### src/rtl/pdm_audio_pkg.sv
// Shared types and constants for the PDM audio transmitter.
// PCM samples are signed 16-bit; the modulator works on offset-binary values.
package pdm_audio_pkg;

  localparam int PCM_W = 16;
  localparam logic [PCM_W-1:0] MIDSCALE = 16'h8000;

  typedef enum logic {
    IDLE = 1'b0,
    RUN  = 1'b1
  } state_t;

  // Flipping the sign bit maps -32768..32767 onto 0..65535.
  function automatic logic [PCM_W-1:0] to_offset_binary(input logic [PCM_W-1:0] sample);
    return sample ^ MIDSCALE;
  endfunction

endpackage

### src/rtl/pdm_audio_tx_if.sv
// PCM sample stream into the transmitter.
// A sample transfers on a rising clock edge where s_valid && s_ready; the master holds s_data/s_valid until then.
interface pdm_audio_tx_if;
  import pdm_audio_pkg::*;

  logic [PCM_W-1:0] s_data;
  logic             s_valid;
  logic             s_ready;

  modport master (output s_data, output s_valid, input s_ready);
  modport slave  (input s_data, input s_valid, output s_ready);

endinterface

### src/rtl/pdm_sample_fifo.sv
// Synchronous sample FIFO with level counter; push/pop are ignored when full/empty.
// Head entry is shown combinationally on dout.
module pdm_sample_fifo
  import pdm_audio_pkg::*;
#(
  parameter int DEPTH = 8
) (
  input  logic                   clk,
  input  logic                   rst_n,
  input  logic                   push,
  input  logic [PCM_W-1:0]       din,
  input  logic                   pop,
  output logic [PCM_W-1:0]       dout,
  output logic                   full,
  output logic                   empty,
  output logic [$clog2(DEPTH):0] level
);

  localparam int AW = $clog2(DEPTH);

  logic [PCM_W-1:0] mem [DEPTH];
  logic [AW-1:0]    wr_ptr;
  logic [AW-1:0]    rd_ptr;
  logic             do_push;
  logic             do_pop;

  assign full    = (level == (AW+1)'(DEPTH));
  assign empty   = (level == '0);
  assign do_push = push && !full;
  assign do_pop  = pop && !empty;
  assign dout    = mem[rd_ptr];

  always_ff @(posedge clk) begin
    if (do_push) mem[wr_ptr] <= din;
  end

  // Pointers wrap naturally because DEPTH is a power of two.
  always_ff @(posedge clk or negedge rst_n) begin
    if (!rst_n) begin
      wr_ptr <= '0;
      rd_ptr <= '0;
      level  <= '0;
    end else begin
      if (do_push) wr_ptr <= wr_ptr + 1'b1;
      if (do_pop)  rd_ptr <= rd_ptr + 1'b1;
      case ({do_push, do_pop})
        2'b10:   level <= level + 1'b1;
        2'b01:   level <= level - 1'b1;
        default: level <= level;
      endcase
    end
  end

endmodule

### src/rtl/pdm_audio_tx.sv
// PCM-to-PDM transmitter: first-order sigma-delta on offset-binary samples,
// one PDM bit per CLK_DIV clocks, OSR bits per sample, fed from a sample FIFO.
module pdm_audio_tx
  import pdm_audio_pkg::*;
#(
  parameter int CLK_DIV    = 32,
  parameter int OSR        = 64,
  parameter int FIFO_DEPTH = 8
) (
  input  logic                        clk_100MHz,
  input  logic                        sysreset_n,
  input  logic                        enable,
  pdm_audio_tx_if.slave               pcm,
  output logic                        pdm_out,
  output logic                        pdm_clk,
  output logic                        underrun,
  output logic [$clog2(FIFO_DEPTH):0] fifo_level,
  output state_t                      state
);

  localparam int DW = $clog2(CLK_DIV);
  localparam int BW = $clog2(OSR);
  localparam logic [DW-1:0] DIV_LAST = DW'(CLK_DIV - 1);
  localparam logic [DW-1:0] DIV_HALF = DW'(CLK_DIV / 2);
  localparam logic [BW-1:0] BIT_LAST = BW'(OSR - 1);

  logic [DW-1:0]    div_cnt;
  logic [DW-1:0]    div_next;
  logic [BW-1:0]    bit_cnt;
  logic [PCM_W-1:0] acc;
  logic [PCM_W-1:0] u;
  logic [PCM_W:0]   sum;
  logic [PCM_W-1:0] head;
  logic             ready_en;
  logic             fifo_full;
  logic             fifo_empty;
  logic             push;
  logic             pop;
  logic             tick;
  logic             boundary;

  // s_ready stays low through reset and rises on the first clock after release.
  always_ff @(posedge clk_100MHz or negedge sysreset_n) begin
    if (!sysreset_n) ready_en <= 1'b0;
    else             ready_en <= 1'b1;
  end

  assign pcm.s_ready = ready_en && !fifo_full;
  assign push        = pcm.s_valid && pcm.s_ready;
  assign tick        = (div_cnt == DIV_LAST);
  assign boundary    = tick && (bit_cnt == BIT_LAST);
  assign div_next    = tick ? '0 : div_cnt + 1'b1;
  assign sum         = {1'b0, acc} + {1'b0, u};
  assign pop         = enable && !fifo_empty && ((state == IDLE) || (state == RUN && boundary));

  pdm_sample_fifo #(.DEPTH(FIFO_DEPTH)) u_fifo (
    .clk   (clk_100MHz),
    .rst_n (sysreset_n),
    .push  (push),
    .din   (pcm.s_data),
    .pop   (pop),
    .dout  (head),
    .full  (fifo_full),
    .empty (fifo_empty),
    .level (fifo_level)
  );

  always_ff @(posedge clk_100MHz or negedge sysreset_n) begin
    if (!sysreset_n) begin
      state    <= IDLE;
      div_cnt  <= '0;
      bit_cnt  <= '0;
      acc      <= '0;
      u        <= MIDSCALE;
      pdm_out  <= 1'b0;
      pdm_clk  <= 1'b0;
      underrun <= 1'b0;
    end else begin
      underrun <= 1'b0;
      case (state)
        IDLE: begin
          div_cnt <= '0;
          bit_cnt <= '0;
          acc     <= '0;
          pdm_out <= 1'b0;
          pdm_clk <= 1'b0;
          if (enable && !fifo_empty) begin
            state <= RUN;
            u     <= to_offset_binary(head);
          end
        end
        RUN: begin
          if (!enable) begin
            // The sample in flight is dropped; queued samples stay in the FIFO.
            state   <= IDLE;
            div_cnt <= '0;
            bit_cnt <= '0;
            acc     <= '0;
            pdm_out <= 1'b0;
            pdm_clk <= 1'b0;
          end else begin
            div_cnt <= div_next;
            pdm_clk <= (div_next >= DIV_HALF);
            if (tick) begin
              {pdm_out, acc} <= sum;
              bit_cnt        <= (bit_cnt == BIT_LAST) ? '0 : bit_cnt + 1'b1;
              if (boundary) begin
                if (!fifo_empty) begin
                  u <= to_offset_binary(head);
                end else begin
                  // Starved: play silence and keep the accumulator phase.
                  u        <= MIDSCALE;
                  underrun <= 1'b1;
                end
              end
            end
          end
        end
        default: state <= IDLE;
      endcase
    end
  end

endmodule
### src/flat_wrapper.sv
// flat-port wrapper written by rule: the top's interface ports become plain ports
module pdm_audio_tx_flat import pdm_audio_pkg::*;
#(
  parameter int CLK_DIV    = 32,
  parameter int OSR        = 64,
  parameter int FIFO_DEPTH = 8
)
  (clk_100MHz, sysreset_n, enable, pdm_out, pdm_clk, underrun, fifo_level, state, pcm_s_data, pcm_s_valid, pcm_s_ready);
  pdm_audio_tx_if pcm_i ();
  input  logic clk_100MHz;
  input  logic sysreset_n;
  input  logic enable;
  output logic pdm_out;
  output logic pdm_clk;
  output logic underrun;
  output logic [$clog2(FIFO_DEPTH):0] fifo_level;
  output state_t state;
  input wire logic [$bits(pcm_i.s_data)-1:0] pcm_s_data;
  input wire logic [$bits(pcm_i.s_valid)-1:0] pcm_s_valid;
  output wire logic [$bits(pcm_i.s_ready)-1:0] pcm_s_ready;
  assign pcm_i.s_data = pcm_s_data;
  assign pcm_i.s_valid = pcm_s_valid;
  assign pcm_s_ready = pcm_i.s_ready;
  pdm_audio_tx #(.CLK_DIV(CLK_DIV), .OSR(OSR), .FIFO_DEPTH(FIFO_DEPTH)) u_core (.clk_100MHz(clk_100MHz), .sysreset_n(sysreset_n), .enable(enable), .pcm(pcm_i), .pdm_out(pdm_out), .pdm_clk(pdm_clk), .underrun(underrun), .fifo_level(fifo_level), .state(state));
endmodule
### config.mk
export PLATFORM = sky130hd
export DESIGN_NAME = pdm_audio_tx_flat
export DESIGN_NICKNAME = d
export VERILOG_FILES = /design/src/rtl/pdm_audio_pkg.sv /design/src/rtl/pdm_audio_tx_if.sv /design/src/rtl/pdm_sample_fifo.sv /design/src/rtl/pdm_audio_tx.sv /design/src/flat_wrapper.sv
export SDC_FILE = /design/constraint.sdc
export NUM_CORES = 1
export LEC_CHECK = 0
export ABC_AREA = 1
export ABC_CLOCK_PERIOD_IN_PS = 2800
export CAP_MARGIN = 20
export CORE_UTILIZATION = 52
export DETAILED_ROUTE_END_ITERATION = 12
export PLACE_DENSITY_LB_ADDON = 0.3
export SLEW_MARGIN = 15
export SYNTH_ARGS = -nofsm -noshare
export SYNTH_HDL_FRONTEND = slang
export SYNTH_HIERARCHICAL = 1
export SYNTH_SLANG_ARGS = --single-unit
### constraint.sdc
create_clock -name clk_100MHz -period 2.8 [get_ports clk_100MHz]
set_input_delay 0.56 -clock clk_100MHz [delete_from_list [all_inputs] [get_ports clk_100MHz]]
set_output_delay 0.56 -clock clk_100MHz [all_outputs]
set_load 0.02 [all_outputs]
* Word level (Yosys, flattened, before mapping)
Memories as Yosys holds them, arrays and structs flattened.
Index checks and enable logic that the tools add are counted.
** Word-level totals
- Bits in registers :: 58
- Memory bits (writable) :: 128
- Output and inout bits :: 9
- Word-level logic and storage cells :: 79
- Memories :: 1
** Memories
- u_core.u_fifo.mem :: depth 8, bits a word 16, rd ports 1, clocked after Yosys merged registers in 0, wr ports 1, RTL line pdm_sample_fifo.sv:21 : logic [PCM_W-1:0] mem [DEPTH];
** Operators by class
- Add/sub/neg operators :: 7
- Magnitude comparators :: 1
- Equal/unequal tests :: 10
- Muxes and demuxes :: 32
- Bitwise operators :: 2
- Reduce and logical (&&, ||, !) cells :: 14
** Operators with widths (number)
- $mux W16 :: 7
- $pmux W16 S2 :: 2
- $mux W6 :: 3
- $add A16 B16 Y17 :: 1
- $mux W1 :: 12
- $pmux W6 S2 :: 1
- $mux W5 :: 2
- $pmux W5 S2 :: 1
- $logic_and A1 B1 Y1 :: 8
- $pmux W4 S2 :: 1
- $add A3 B1 Y3 const B :: 2
- $add A6 B1 Y6 const B :: 1
- $eq A6 B6 Y1 const B :: 1
- $ne A2 B2 Y1 const B :: 3
- $pmux W1 S2 :: 3
- $add A5 B1 Y5 const B :: 1
- $eq A5 B5 Y1 const B :: 1
- $ge A5 B5 Y1 const B :: 1
- $add A4 B1 Y4 const B :: 1
- $eq A4 B4 Y1 const B :: 1
- $logic_not A4 Y1 :: 1
- $reduce_and A4 Y1 :: 1
- $sub A4 B1 Y4 const B :: 1
- $ne A3 B3 Y1 const B :: 1
- other kinds (7) :: 9

* Logic depth before layout (Yosys ltp)
- Depth after elaboration :: 8
- Mapped depth :: 19
- Depth with buffers taken out :: 17

* By module
The synthesis kept the hierarchy.
** Modules (own cells, without submodules)
- pdm_sample_fifo :: times used 1, cells an instance 634, area each 6112.1 um^2, seq. area each 4093.9 um^2
- pdm_audio_tx :: times used 1, cells an instance 397, area each 2972.9 um^2, seq. area each 1177.4 um^2

* Least setup slack after synthesis
No wires, ideal clock.
- Path kind :: reg2reg
- From :: register u_core.u_fifo.level[0]
- To :: memory u_core.u_fifo.mem[6][0], enable pin
- Setup time :: 409 ps
- Arrival :: 2433 ps
- Setup slack :: -42 ps
- Stages on the path, launching flop included :: 8
- Clock period less this slack :: 2842 ps
- Path through :: dfrtp_1 > nor2_1 > nand3_1 > inv_1 > nor3b_1 > nand2_1 > buf_4 > nor3_1
** On the way
- Longest elaborated chain between the ends :: 7
** RTL lines
- start, declared :: RTL line pdm_sample_fifo.sv:16 : output logic [$clog2(DEPTH):0] level
- start signal, assigned :: RTL line pdm_sample_fifo.sv:47 : 2'b10: level <= level + 1'b1;
- start signal, assigned :: RTL line pdm_sample_fifo.sv:48 : 2'b01: level <= level - 1'b1;
- start signal, assigned :: RTL line pdm_sample_fifo.sv:49 : default: level <= level;
- $eq A4 B4 Y1 :: RTL line pdm_sample_fifo.sv:27 : assign full = (level == (AW+1)'(DEPTH));
- net u_core.fifo_full :: RTL line pdm_audio_tx.sv:35 : logic fifo_full;
- $logic_not A1 Y1 :: RTL line pdm_audio_tx.sv:48 : assign pcm.s_ready = ready_en && !fifo_full;
- $logic_and A1 B1 Y1 :: RTL line pdm_audio_tx.sv:48
- $logic_and A1 B1 Y1 :: RTL line pdm_audio_tx.sv:49 : assign push = pcm.s_valid && pcm.s_ready;
- net u_core.push :: RTL line pdm_audio_tx.sv:37 : logic push;
- $logic_and A1 B1 Y1 :: RTL line pdm_sample_fifo.sv:29 : assign do_push = push && !full;
- $mux W1 :: RTL line pdm_sample_fifo.sv:34 : if (do_push) mem[wr_ptr] <= din;
- $mux W1 (not written as such) :: RTL line pdm_sample_fifo.sv:34
- end, declared :: RTL line pdm_sample_fifo.sv:21
The timed path passes the listed nets, and every way through them passes these cells.

* Worst setup path after layout
- From :: register u_core.div_cnt[0]
- To :: register u_core.u_fifo.level[3]
** On the way
- Longest elaborated chain between the ends :: 8
- Elaborated cells between the ends (all ways) :: 10
- Those cells by class :: eq/ne (3); mux (1); reduce/logical (6)
** RTL lines
- start, declared :: RTL line pdm_audio_tx.sv:27 : logic [DW-1:0] div_cnt;
- start signal, assigned :: RTL line pdm_audio_tx.sv:102 : div_cnt <= div_next;
- $eq A5 B5 Y1 * :: RTL line pdm_audio_tx.sv:50 : assign tick = (div_cnt == DIV_LAST);
- $logic_and A1 B1 Y1 * :: RTL line pdm_audio_tx.sv:51 : assign boundary = tick && (bit_cnt == BIT_LAST);
- $logic_and A1 B1 Y1 * :: RTL line pdm_audio_tx.sv:54 : assign pop = enable && !fifo_empty && ((state == IDLE) || (state == RUN && boundary));
- $logic_or A1 B1 Y1 * :: RTL line pdm_audio_tx.sv:54
- $logic_and A1 B1 Y1 * :: RTL line pdm_audio_tx.sv:54
- net u_core.pop :: RTL line pdm_audio_tx.sv:38 : logic pop;
- $logic_and A1 B1 Y1 * :: RTL line pdm_sample_fifo.sv:30 : assign do_pop = pop && !empty;
- net u_core.u_fifo.do_pop :: RTL line pdm_sample_fifo.sv:25 : logic do_pop;
- $eq A2 B1 Y1 / $eq A2 B2 Y1 (equally long branches) :: RTL line pdm_sample_fifo.sv:46 : case ({do_push, do_pop})
- $pmux W4 S2 / $reduce_bool A2 Y1 (equally long branches)
Mark *: on every way through the listed nets, which the timed path passes. The rest lies on a longest branch.
A chain may end at the register's enable or synchronous reset.

==> flow_summary_export.csv <==
group,metric,value,unit
run_status,status,"finished, final reports clean",
die,die-area,18000,µm²
clock_tree,cts_max_path_buffers,2,
die,num_rows,47,
grt,grt.total_usage,22.0,%
worst_setup_path,path_class,"flop to flop",
synth,synthMuxAreaShare,0,%
worst_setup_path,crit_arrival,2820,ps
synth,ys_warn_count,6,
worst_setup_path,worst_ep_required_time,3120,ps
synth,synth_compound_area_share,2.18,%
power,power_leakage,4.84,nW
timing,worst_pin_slew,901,ps
clock_tree,clock_latency,430,ps
clock_tree,path_clk_slew,70,ps
drt,viasPerCell,4.95,
drt,antenna_left,0,
grt,antenna_found_initial,1,
drt,drt_iter0_drc,356,
timing,slew_viol_final,0,
timing,skew,7.73,ps
grt,grt_pass1_wl,30.4,mm
synth,synth_area,9080,µm²
place,dp_hpwl,12.0,mm
final_layout,syn_to_final_growth,13.3,%
worst_setup_path,crit_top_cell,"nand2_1",
power,powerDensity,854,nW/µm²
timing,setup_violations,0,
worst_setup_path,cp-end-kind,"flop",
timing,slew_headroom,39.9,%
die,die_h,134,µm
grt,grt_overflow,0,
timing,rsz0062_at_grt,"false",
die,start_util,54.0,%
synth,synth_xor_area_share,0.771,%
clock_tree,cts_setup_buffers,0,
run,cap_violations,0,
timing,min_period,2500,ps
power,total_power,8.80,mW
timing,max_freq,399,MHz
synth,synth.avg_cell_area,8.81,µm²
drt,drt_first_pass_iters,6,
synth,netlist_instances,1031,
synth,synthArstFlopShare,30.8,%
clock_tree,holdBufCountCts,0,
place,gp_congestion,0.865,
timing,fin_crit_sh,89.4,%
clock_tree,cts_resized,0,
clock_tree,clock_sinks,185,
die,io-pin-count,29,
synth,synth_cell_type_count,37,
final_layout,final_layout_size_suffix_gt1_share,8.29,%
timing,hold_viol,0,
synth,synth_nets,1077,
min_path,hold_path.class,"primary input to asynchronous set/reset pin",
worst_setup_path,crit_chain,"ha_1 > nand2_1 > nor2_1 > ha_1 > inv_1 > o31ai_1 > nand2_1 > inv_1 > ha_1 > ha_1 > or2_2 > nand2_1 > nand2_1 > nand3_1 > nand2_1",
synth,ys_seq_elements,185,
synth,yosysSeqAreaShare,58.0,%
clock_tree,cts_tree,"built",
drt,drt-total-wl,18.1,mm
timing,worst_hold_slack,248,ps
grt,grt_pass1_vias,6155,
clock_tree,numCtsBuffers,17,
die,die_w,134,µm
synth,synth_top_family_by_area,"simple AND/OR/NAND/NOR gates",
synth,synthAdderAreaFrac,3.75,%
final_layout,nNetsFinal,1119,
worst_setup_path,crit_path_top_delay_cell,"dfrtp_1",
grt,grt_max_degree,55,
synth,synth_edf_count,128,
power,ir_worst_vdd,0.000561,V
worst_setup_path,crit_fanout,3,
synth,ys.flop_type,"edfxtp_1",
final_layout,finish.utilization,61.2,%
worst_setup_path,startpoint_type,"flop",
drt,wl_per_cell,13.9,µm
worst_setup_path,critPathMaxStageDelay,360,ps
die,core_area,16800,µm²
synth,synth_simple_gate_area_share,27.6,%
drt,drcViolationCount,0,
clock_tree,cts_root_buf,"clkbuf_16",
place,io_buffers,28,
drt,vias,6460,
clock_tree,htree_levels,4,
## where the power goes
group	switching, mW	total (mW)	internal, mW
combinational	1.89	2.91	1.02
clock	1.13	2.32	1.19
sequential	0.304	3.57	3.26
## area by class of cell
class | instances | area (µm²)
tap | 220 | 275
fill | 1411 | 6520
antenna | 1 | 2.50
sequential | 185 | 5280
multi-input combinational | 680 | 3160
clock buffer | 17 | 425
timing repair buffer | 56 | 510
clock inverter | 14 | 148
inverter | 133 | 499
## routing by layer
layer,global-route usage [%],wire length (µm),up-vias
met5,0,0,-
met4,7.18,289,0
met3,4.04,663,20
met2,36.4,8980,113
met1,29.4,8210,3004
li1,-,-,3323
## synthesized netlist by cell type, types with 5 or more instances
master      n  area [µm²]
buf_2      22         110
ha_1       24         300
a21oi_1    16        80.1
xnor2_1     5        43.8
nand3_2    10         100
nand3_1    49         245
o21ai_0    14        70.1
dfrtp_1    56        1400
edfxtp_1  128        3840
nor3_1     14        70.1
buf_4       7        52.6
nor2_1    152         571
inv_1     133         499
nand2_1   367        1380
## registers in the layout, indices dropped and copies added, names as in the netlist, 3 cells and up
name / cells
u_core/u_fifo/level: 4
u_core/bit_cnt: 6
u_core/u_fifo/mem: 128
u_core/acc: 16
u_core/u: 16
u_core/u_fifo/wr_ptr: 3
u_core/div_cnt: 5
u_core/u_fifo/rd_ptr: 3
## stage by stage
stage	instances	cell area (µm²)	setup WS [ps]	setup TNS [ps]
floorplan	1031	9080	-42.0	-5370
global placement	1274	9720	64.8	0
detailed placement	1274	9720	31.1	0
CTS	1305	10300	294	0
global route	1306	10300	57.0	0
finish	1306	10300	296	0
## layout by cell type (no fill, tap or decap), types with 17 or more instances in the layout
cell type	Yosys	final
nand2_1	367	367
buf_4	7	26
clkdlybuf4s50_1	0	27
nor2_1	152	152
dfrtp_1	56	55
edfxtp_1	128	128
ha_1	24	24
inv_1	133	133
clkbuf_16	0	17
nand3_1	49	49
## final timing paths
path                                         from                endpoint  slack, ps  depth (start not counted)
min in group clk_100MHz         u_core/div_cnt[0]       u_core/div_cnt[0]        460                          1
worst max-delay path            u_core/div_cnt[0]  u_core/u_fifo/level[3]        300                         15
worst max register to register  u_core/div_cnt[0]  u_core/u_fifo/level[3]        300                         15
worst min register to register  u_core/div_cnt[0]       u_core/div_cnt[0]        460                          1
worst min-delay path                   sysreset_n           u_core/acc[4]        250                          1
max in group asynchronous              sysreset_n       u_core/div_cnt[1]       1800                          2
## worst max-delay path, delay by kind of cell, from the launching register on
| kind | cells | cell delay, ps |
|---|---|---|
| fa+ha+maj | 4 | 850 |
| simple gates | 8 | 790 |
| buf+inv | 2 | 160 |
| flops | 1 | 360 |
| compound gates | 1 | 250 |
## logic make-up after synthesis
kind of cell | Yosys count
compound gates | 37
xor+xnor | 8
fa+ha+maj | 26
buf+inv | 166
flops | 185
other cells | 1
simple gates | 608
Note: power is estimated with default switching activity, not from simulation.
